===== src/rtl/serial_addsub_pkg.sv =====
// Shared definitions for the bit-serial add/subtract accumulator:
// operation codes, FSM state encoding and a counter-width helper.
package serial_addsub_pkg;

   localparam logic OP_ADD = 1'b0;
   localparam logic OP_SUB = 1'b1;

   typedef enum logic [1:0] {
      IDLE = 2'd0,
      BUSY = 2'd1,
      DONE = 2'd2
   } state_t;

   // Bits needed to count 0..n-1; never less than one bit.
   function automatic int clog2(input int n);
      int r;
      r = 0;
      while ((1 << r) < n) r++;
      return (r < 1) ? 1 : r;
   endfunction

endpackage


===== src/rtl/serial_addsub_acc_if.sv =====
// Operand/result handshake bundle for serial_addsub_acc.
// master = operand producer / result consumer, slave = the accumulator.
interface serial_addsub_acc_if #(
   parameter int WIDTH = 3
) ();
   logic                    in_valid;
   logic                    in_ready;
   logic        [WIDTH-1:0] in_b;
   logic                    in_op;
   logic                    in_clr;
   logic                    out_valid;
   logic                    out_ready;
   logic signed [WIDTH-1:0] result;
   logic                    cout;
   logic                    ovf;
   logic                    sticky_ovf;

   modport master (
      output in_valid, in_b, in_op, in_clr, out_ready,
      input  in_ready, out_valid, result, cout, ovf, sticky_ovf
   );

   modport slave (
      input  in_valid, in_b, in_op, in_clr, out_ready,
      output in_ready, out_valid, result, cout, ovf, sticky_ovf
   );
endinterface


===== src/rtl/fa_bit.sv =====
// Combinational one-bit full adder used as the serial add/subtract cell.
module fa_bit (
   input  logic i_a,
   input  logic i_b,
   input  logic i_cin,
   output logic o_s,
   output logic o_cout
);
   assign o_s    = i_a ^ i_b ^ i_cin;
   assign o_cout = (i_a & i_b) | (i_a & i_cin) | (i_b & i_cin);
endmodule


===== src/rtl/serial_addsub_acc.sv =====
// Bit-serial add/subtract accumulator. One operand bit per cycle, LSB
// first; subtraction is done as acc + ~b + 1 by inverting each operand
// bit and seeding the carry with 1. Reports carry-out, signed overflow
// and a sticky overflow flag; results wrap rather than saturate.
module serial_addsub_acc
   import serial_addsub_pkg::*;
#(
   parameter int WIDTH = 3
) (
   input logic               clk,
   input logic               rst_n,
   serial_addsub_acc_if.slave bus
);

   localparam int CNT_W = clog2(WIDTH);

   state_t                  r_state;
   logic signed [WIDTH-1:0] r_acc;
   logic        [WIDTH-1:0] r_a;
   logic        [WIDTH-1:0] r_b;
   logic        [WIDTH-1:0] r_sum;
   logic                    r_op;
   logic                    r_c;
   logic        [CNT_W-1:0] r_cnt;
   logic signed [WIDTH-1:0] r_result;
   logic                    r_cout;
   logic                    r_ovf;
   logic                    r_sticky;
   logic                    r_out_valid;

   logic             w_bb;
   logic             w_sum;
   logic             w_carry;
   logic             w_last;
   logic [WIDTH-1:0] w_assembled;

   // Operand bit, conditionally inverted for subtraction
   assign w_bb        = r_b[0] ^ r_op;
   assign w_last      = (r_cnt == CNT_W'(WIDTH - 1));
   assign w_assembled = {w_sum, r_sum[WIDTH-1:1]};

   fa_bit u_fa (
      .i_a   (r_a[0]),
      .i_b   (w_bb),
      .i_cin (r_c),
      .o_s   (w_sum),
      .o_cout(w_carry)
   );

   // Control FSM, serial datapath and result/flag registers
   always_ff @(posedge clk or negedge rst_n) begin
      if (!rst_n) begin
         r_state     <= IDLE;
         r_acc       <= '0;
         r_a         <= '0;
         r_b         <= '0;
         r_sum       <= '0;
         r_op        <= OP_ADD;
         r_c         <= 1'b0;
         r_cnt       <= '0;
         r_result    <= '0;
         r_cout      <= 1'b0;
         r_ovf       <= 1'b0;
         r_sticky    <= 1'b0;
         r_out_valid <= 1'b0;
      end else begin
         case (r_state)
            IDLE: begin
               if (bus.in_valid) begin
                  r_a     <= bus.in_clr ? '0 : r_acc;
                  r_b     <= bus.in_b;
                  r_op    <= bus.in_op;
                  r_c     <= bus.in_op;
                  r_cnt   <= '0;
                  if (bus.in_clr) r_sticky <= 1'b0;
                  r_state <= BUSY;
               end
            end
            BUSY: begin
               r_a   <= r_a >> 1;
               r_b   <= r_b >> 1;
               r_sum <= w_assembled;
               r_c   <= w_carry;
               r_cnt <= r_cnt + CNT_W'(1);
               if (w_last) begin
                  // r_c here is the carry into the MSB position
                  r_acc       <= w_assembled;
                  r_result    <= w_assembled;
                  r_cout      <= w_carry;
                  r_ovf       <= r_c ^ w_carry;
                  r_sticky    <= r_sticky | (r_c ^ w_carry);
                  r_out_valid <= 1'b1;
                  r_state     <= DONE;
               end
            end
            DONE: begin
               if (bus.out_ready) begin
                  r_out_valid <= 1'b0;
                  r_state     <= IDLE;
               end
            end
            default: r_state <= IDLE;
         endcase
      end
   end

   assign bus.in_ready   = (r_state == IDLE);
   assign bus.out_valid  = r_out_valid;
   assign bus.result     = r_result;
   assign bus.cout       = r_cout;
   assign bus.ovf        = r_ovf;
   assign bus.sticky_ovf = r_sticky;

endmodule

===== src/flat_wrapper.sv =====
// flat-port wrapper written by rule: the top's interface ports become plain ports
module serial_addsub_acc_flat import serial_addsub_pkg::*;
#(
   parameter int WIDTH = 3
)
  (clk, rst_n, bus_in_valid, bus_in_b, bus_in_op, bus_in_clr, bus_out_ready, bus_in_ready, bus_out_valid, bus_result, bus_cout, bus_ovf, bus_sticky_ovf);
  serial_addsub_acc_if #(.WIDTH(WIDTH)) bus_i ();
  input logic clk;
  input logic rst_n;
  input wire logic [$bits(bus_i.in_valid)-1:0] bus_in_valid;
  input wire logic [$bits(bus_i.in_b)-1:0] bus_in_b;
  input wire logic [$bits(bus_i.in_op)-1:0] bus_in_op;
  input wire logic [$bits(bus_i.in_clr)-1:0] bus_in_clr;
  input wire logic [$bits(bus_i.out_ready)-1:0] bus_out_ready;
  output wire logic [$bits(bus_i.in_ready)-1:0] bus_in_ready;
  output wire logic [$bits(bus_i.out_valid)-1:0] bus_out_valid;
  output wire logic [$bits(bus_i.result)-1:0] bus_result;
  output wire logic [$bits(bus_i.cout)-1:0] bus_cout;
  output wire logic [$bits(bus_i.ovf)-1:0] bus_ovf;
  output wire logic [$bits(bus_i.sticky_ovf)-1:0] bus_sticky_ovf;
  assign bus_i.in_valid = bus_in_valid;
  assign bus_i.in_b = bus_in_b;
  assign bus_i.in_op = bus_in_op;
  assign bus_i.in_clr = bus_in_clr;
  assign bus_i.out_ready = bus_out_ready;
  assign bus_in_ready = bus_i.in_ready;
  assign bus_out_valid = bus_i.out_valid;
  assign bus_result = bus_i.result;
  assign bus_cout = bus_i.cout;
  assign bus_ovf = bus_i.ovf;
  assign bus_sticky_ovf = bus_i.sticky_ovf;
  serial_addsub_acc #(.WIDTH(WIDTH)) u_core (.clk(clk), .rst_n(rst_n), .bus(bus_i));
endmodule

===== config.mk =====
export PLATFORM = sky130hd
export DESIGN_NAME = serial_addsub_acc_flat
export DESIGN_NICKNAME = d
export VERILOG_FILES = /design/src/rtl/serial_addsub_pkg.sv /design/src/rtl/serial_addsub_acc_if.sv /design/src/rtl/fa_bit.sv /design/src/rtl/serial_addsub_acc.sv /design/src/flat_wrapper.sv
export SDC_FILE = /design/constraint.sdc
export NUM_CORES = 1
export LEC_CHECK = 0
export CORE_MARGIN = 2
export CORE_UTILIZATION = 48
export CTS_CLUSTER_DIAMETER = 150
export DETAILED_ROUTE_END_ITERATION = 16
export PLACE_DENSITY = 0.71
export RECOVER_POWER = 25
export SYNTH_ARGS = -nofsm -noshare
export SYNTH_HDL_FRONTEND = slang
export SYNTH_SLANG_ARGS = --single-unit

===== constraint.sdc =====
create_clock -name clk -period 2.3 [get_ports clk]
set_clock_uncertainty 0.15 [all_clocks]
set_input_delay 0.575 -clock clk [delete_from_list [all_inputs] [get_ports clk]]
set_output_delay 0.575 -clock clk [all_outputs]
set_load 0.01 [all_outputs]

==> metrics.txt <==
# TYPE chip_impl_metric gauge
chip_impl_info{name="outcome",value="finished clean"} 1
chip_impl_metric{name="finalWirelength",unit="mm"} 1.71
chip_impl_metric{name="hold_viol_final",unit=""} 0
chip_impl_info{name="synth_area_leaders",value="dfrtp_1, nand2_1, o21ai_0, nor3b_2, a221o_1"} 1
chip_impl_metric{name="finalSetupViolCount",unit=""} 0
chip_impl_info{name="tritoncts",value="yes"} 1
chip_impl_metric{name="synth.ff_latch_count",unit=""} 21
chip_impl_metric{name="p_seq_share",unit="%"} 43.4
chip_impl_metric{name="antenna_found_initial",unit=""} 0
chip_impl_info{name="worst_hold_path_endpoint",value="u_core.bus.ovf"} 1
chip_impl_metric{name="hpwl",unit="mm"} 1.27
chip_impl_metric{name="wl_met3",unit="um"} 52
chip_impl_metric{name="power_density",unit="nW/um^2"} 1250
chip_impl_metric{name="power.net_switching",unit="mW"} 0.539
chip_impl_metric{name="regArea",unit="um^2"} 526
chip_impl_info{name="worst_r2r_endpoint",value="u_core.bus.sticky_ovf"} 1
chip_impl_metric{name="cts.sink_count",unit=""} 21
chip_impl_metric{name="synth.yosys.warnings",unit=""} 0
chip_impl_metric{name="timing.hold.ws",unit="ps"} 339
chip_impl_info{name="maxUsedRoutingLayer",value="met4"} 1
chip_impl_metric{name="critical-path-max-stage-delay",unit="ps"} 540
chip_impl_metric{name="cts-resized-gates",unit=""} 0
chip_impl_metric{name="place_congestion",unit=""} 0.770
chip_impl_metric{name="io_pins",unit=""} 17
chip_impl_metric{name="globalRouteTotalUtil",unit="%"} 17.0
chip_impl_metric{name="cell_area_after_synthesis",unit="um^2"} 947
chip_impl_metric{name="report.power.total",unit="mW"} 1.44
chip_impl_metric{name="postCtsSetupRepairBufs",unit=""} 0
chip_impl_metric{name="final_critical_path_setup_slack",unit="ps"} 82.6
chip_impl_metric{name="maxCapViolations",unit=""} 0
chip_impl_metric{name="drt.antenna.violating_nets",unit=""} 0
chip_impl_info{name="path_delay_family",value="buffers and inverters"} 1
chip_impl_metric{name="finalMaxSlewViolations",unit=""} 0
chip_impl_metric{name="initial_utilization",unit="%"} 49.8
chip_impl_metric{name="grt_start_max_net_pins",unit=""} 22
chip_impl_metric{name="synth.top_cell.area_share",unit="%"} 55.5
chip_impl_metric{name="postSynthCellCount",unit=""} 86
chip_impl_metric{name="grt_pass1_vias",unit=""} 678
chip_impl_metric{name="synthDistinctLibCells",unit=""} 25
chip_impl_metric{name="gr-total-overflow",unit=""} 0
chip_impl_metric{name="min_period_over_period",unit="%"} 96.4
chip_impl_metric{name="total_clock_buffers_created_by_cts",unit=""} 3
chip_impl_metric{name="via_per_inst",unit=""} 5.11
chip_impl_metric{name="design.core.area",unit="um^2"} 1900
chip_impl_metric{name="place_worst_setup_slack",unit="ps"} 155
chip_impl_metric{name="drive_gt1_share",unit="%"} 9.62
chip_impl_metric{name="vdd_ir_drop_max",unit="V"} 0.000776
chip_impl_info{name="final_common_cell",value="dfrtp_1"} 1
chip_impl_metric{name="floorplan.die_area",unit="um^2"} 2340
chip_impl_metric{name="chipHeight",unit="um"} 48.4
chip_impl_metric{name="clkLatencyLatePin",unit="ps"} 290
chip_impl_metric{name="fmaxAchievable",unit="MHz"} 451
chip_impl_metric{name="areaGrowthSynthToFinish",unit="%"} 21.7
chip_impl_metric{name="synth-seq-area-share",unit="%"} 55.5
chip_impl_metric{name="holdPathStages",unit=""} 1
chip_impl_metric{name="cellLeakagePower",unit="nW"} 0.524
chip_impl_metric{name="global_route_wire_length_before_repair",unit="mm"} 3.04
chip_impl_metric{name="avgRoutedWirePerCell",unit="um"} 13.1
chip_impl_metric{name="ctsLongestPathBuffers",unit=""} 2
chip_impl_info{name="worstSetupPathType",value="reg -> out"} 1
chip_impl_info{name="master_cell_of_the_clock_root_buffer",value="clkbuf_4"} 1
chip_impl_metric{name="antenna-diode-count",unit=""} 0
chip_impl_info{name="critical_path.reg2reg.startpoint",value="u_core.r_op"} 1
chip_impl_metric{name="rows",unit=""} 16
chip_impl_metric{name="fin_tns_setup",unit="ps"} 0
chip_impl_metric{name="detailroute.via_count",unit=""} 670
chip_impl_info{name="critical_path.slowest_cell",value="clkdlybuf4s50_1"} 1
chip_impl_metric{name="cp.buffers_inverters",unit=""} 1
chip_impl_metric{name="internal_power",unit="mW"} 0.903
chip_impl_metric{name="drc",unit=""} 0
chip_impl_metric{name="critPathRequiredTime",unit="ps"} 1570
chip_impl_metric{name="regToRegSetupSlack",unit="ps"} 610
chip_impl_info{name="most_area_hungry_cell_type_in_the_yosys_netlist",value="dfrtp_1"} 1
chip_impl_info{name="timing.critical_path.to_type",value="output port"} 1
chip_impl_metric{name="met1_length",unit="um"} 838
chip_impl_info{name="crit_chain",value="nor2_1, clkdlybuf4s50_1"} 1
chip_impl_metric{name="slew-limit-headroom",unit="%"} 25.2
chip_impl_metric{name="wl_met2",unit="um"} 808
chip_impl_metric{name="postSynthNetCount",unit=""} 97
chip_impl_metric{name="switching_share",unit="%"} 37.4
chip_impl_metric{name="rr_worst_depth",unit=""} 5
chip_impl_metric{name="clock_power_share",unit="%"} 11.9
chip_impl_info{name="hold_class",value="reg -> reg"} 1
chip_impl_metric{name="ys_async_sr_fraction",unit="%"} 100
chip_impl_info{name="critPathLaunchType",value="flop"} 1
chip_impl_metric{name="worst-endpoint-arrival",unit="ps"} 1490
chip_impl_metric{name="die_width",unit="um"} 48.4
chip_impl_metric{name="finish.net_count",unit=""} 116
chip_impl_metric{name="postSynthAreaPerCell",unit="um^2"} 11.0
chip_impl_metric{name="final_design_area_no_fill",unit="um^2"} 1150
chip_impl_metric{name="number_of_drc_violations_after_detailed_routing_iteration_0",unit=""} 7
chip_impl_metric{name="worst_setup_hold_path_clk_slew",unit="ps"} 110
chip_impl_metric{name="comb_power_share",unit="%"} 44.7
chip_impl_info{name="mostFrequentLayoutCells",value="dfrtp_1, nand2_1, clkdlybuf4s50_1"} 1
chip_impl_metric{name="number_of_buffer_cells_added_on_primary_ports",unit=""} 16
chip_impl_metric{name="htree_num_levels",unit=""} 1
chip_impl_metric{name="drt_pre_antenna_iters",unit=""} 4
chip_impl_metric{name="multi_input_comb_area",unit="um^2"} 380
chip_impl_metric{name="worst_path_fanout_max",unit=""} 11
chip_impl_metric{name="tightest_slew",unit="ps"} 1120
chip_impl_info{name="rsz0062_at_grt",value="false"} 1
chip_impl_metric{name="finalCriticalPeriod",unit="ps"} 2220
chip_impl_info{name="min_from",value="u_core.bus.ovf"} 1
chip_impl_info{name="ys.flop_type",value="dfrtp_1"} 1
chip_impl_metric{name="postCtsHoldBufs",unit=""} 0
chip_impl_metric{name="num-fill-cells",unit=""} 172
chip_impl_metric{name="postPlaceCellArea",unit="um^2"} 1130
chip_impl_metric{name="number_of_enable_type_register_cells_in_the_synthesized_netlist",unit=""} 0
## kinds of logic (layout without fill, tap and decap cells)
| logic type | Yosys count | in the layout | share of synthesized area, % |
|---|---|---|---|
| mux | 2 | 2 | 2.38 |
| fa+ha+maj | 2 | 2 | 3.43 |
| flops | 21 | 21 | 55.5 |
| buf+inv | 8 | 26 | 4.36 |
| simple gates | 31 | 31 | 18.9 |
| xor+xnor | 2 | 2 | 1.85 |
| compound gates | 20 | 20 | 13.6 |
## worst register-to-register path, cell delays in order (launching register included)
cell and delay (ps):
dfrtp_1 400, xnor2_1 160, fa_1 430, xor2_1 180
nor2_1 130, a2bb2oi_1 170
## Yosys cell counts (2+ instances only)
library cell and count:
a221o_1 3, a22oi_1 2, buf_2 3, dfrtp_1 21
inv_1 4, mux2_2 2, nand2_1 16, nand3_1 3
nor2_1 3, nor2b_1 2, nor3b_2 3, o21ai_0 11
## per-stage QoR
step,utilization (%),instances
2_1_floorplan,-,86
3_3_place_gp,59.4,127
3_5_place_dp,59.4,127
4_1_cts,60.8,131
5_1_grt,60.6,131
6_report,60.6,131
## power by group through the flow
stage / combinational [mW] / sequential [mW] / clock (mW)
2_1_floorplan: 0.432 / 0.623 / 0
3_3_place_gp: 0.635 / 0.631 / 0
3_5_place_dp: 0.654 / 0.633 / 0
4_1_cts: 0.655 / 0.625 / 0.177
5_1_grt: 0.719 / 0.648 / 0.195
6_report: 0.644 / 0.626 / 0.171
## worst max path at each step
stage / from / endpoint / slack [ps] / cells after the start
3_3_place_gp: bus_in_valid / u_core.r_a[1] / 230 / 4
3_5_place_dp: bus_in_valid / u_core.r_a[1] / 160 / 4
2_1_floorplan: u_core.r_op / u_core.bus.sticky_ovf / 740 / 5
5_1_grt: u_core.r_state[1] / bus_in_ready / 20 / 2
6_report: u_core.r_state[1] / bus_in_ready / 80 / 2
4_1_cts: u_core.r_state[1] / bus_in_ready / 80 / 2
## registers in the layout, indices dropped and copies added, names as in the netlist, 2 cells and up
register	flops
u_core.r_acc	3
u_core.r_sum	2
u_core.r_a	3
u_core.r_state	2
u_core.r_b	3
u_core.r_cnt	2
## area by class of cell
class | instances | share of cell area (%)
Clock buffer | 4 | 2.28
Sequential cell | 21 | 45.6
Tap cell | 27 | 2.93
Inverter | 4 | 1.30
Timing Repair Buffer | 18 | 14.9
Multi-Input combinational cell | 57 | 33.0
## layer usage
layer / global-route usage, % / vias to the layer above
met5: 0 / -
met2: 26.6 / 9
li1: - / 330
met1: 22.7 / 329
met4: 4.29 / 0
met3: 5.86 / 2
No activity file was read; power rests on OpenSTA's default activity.
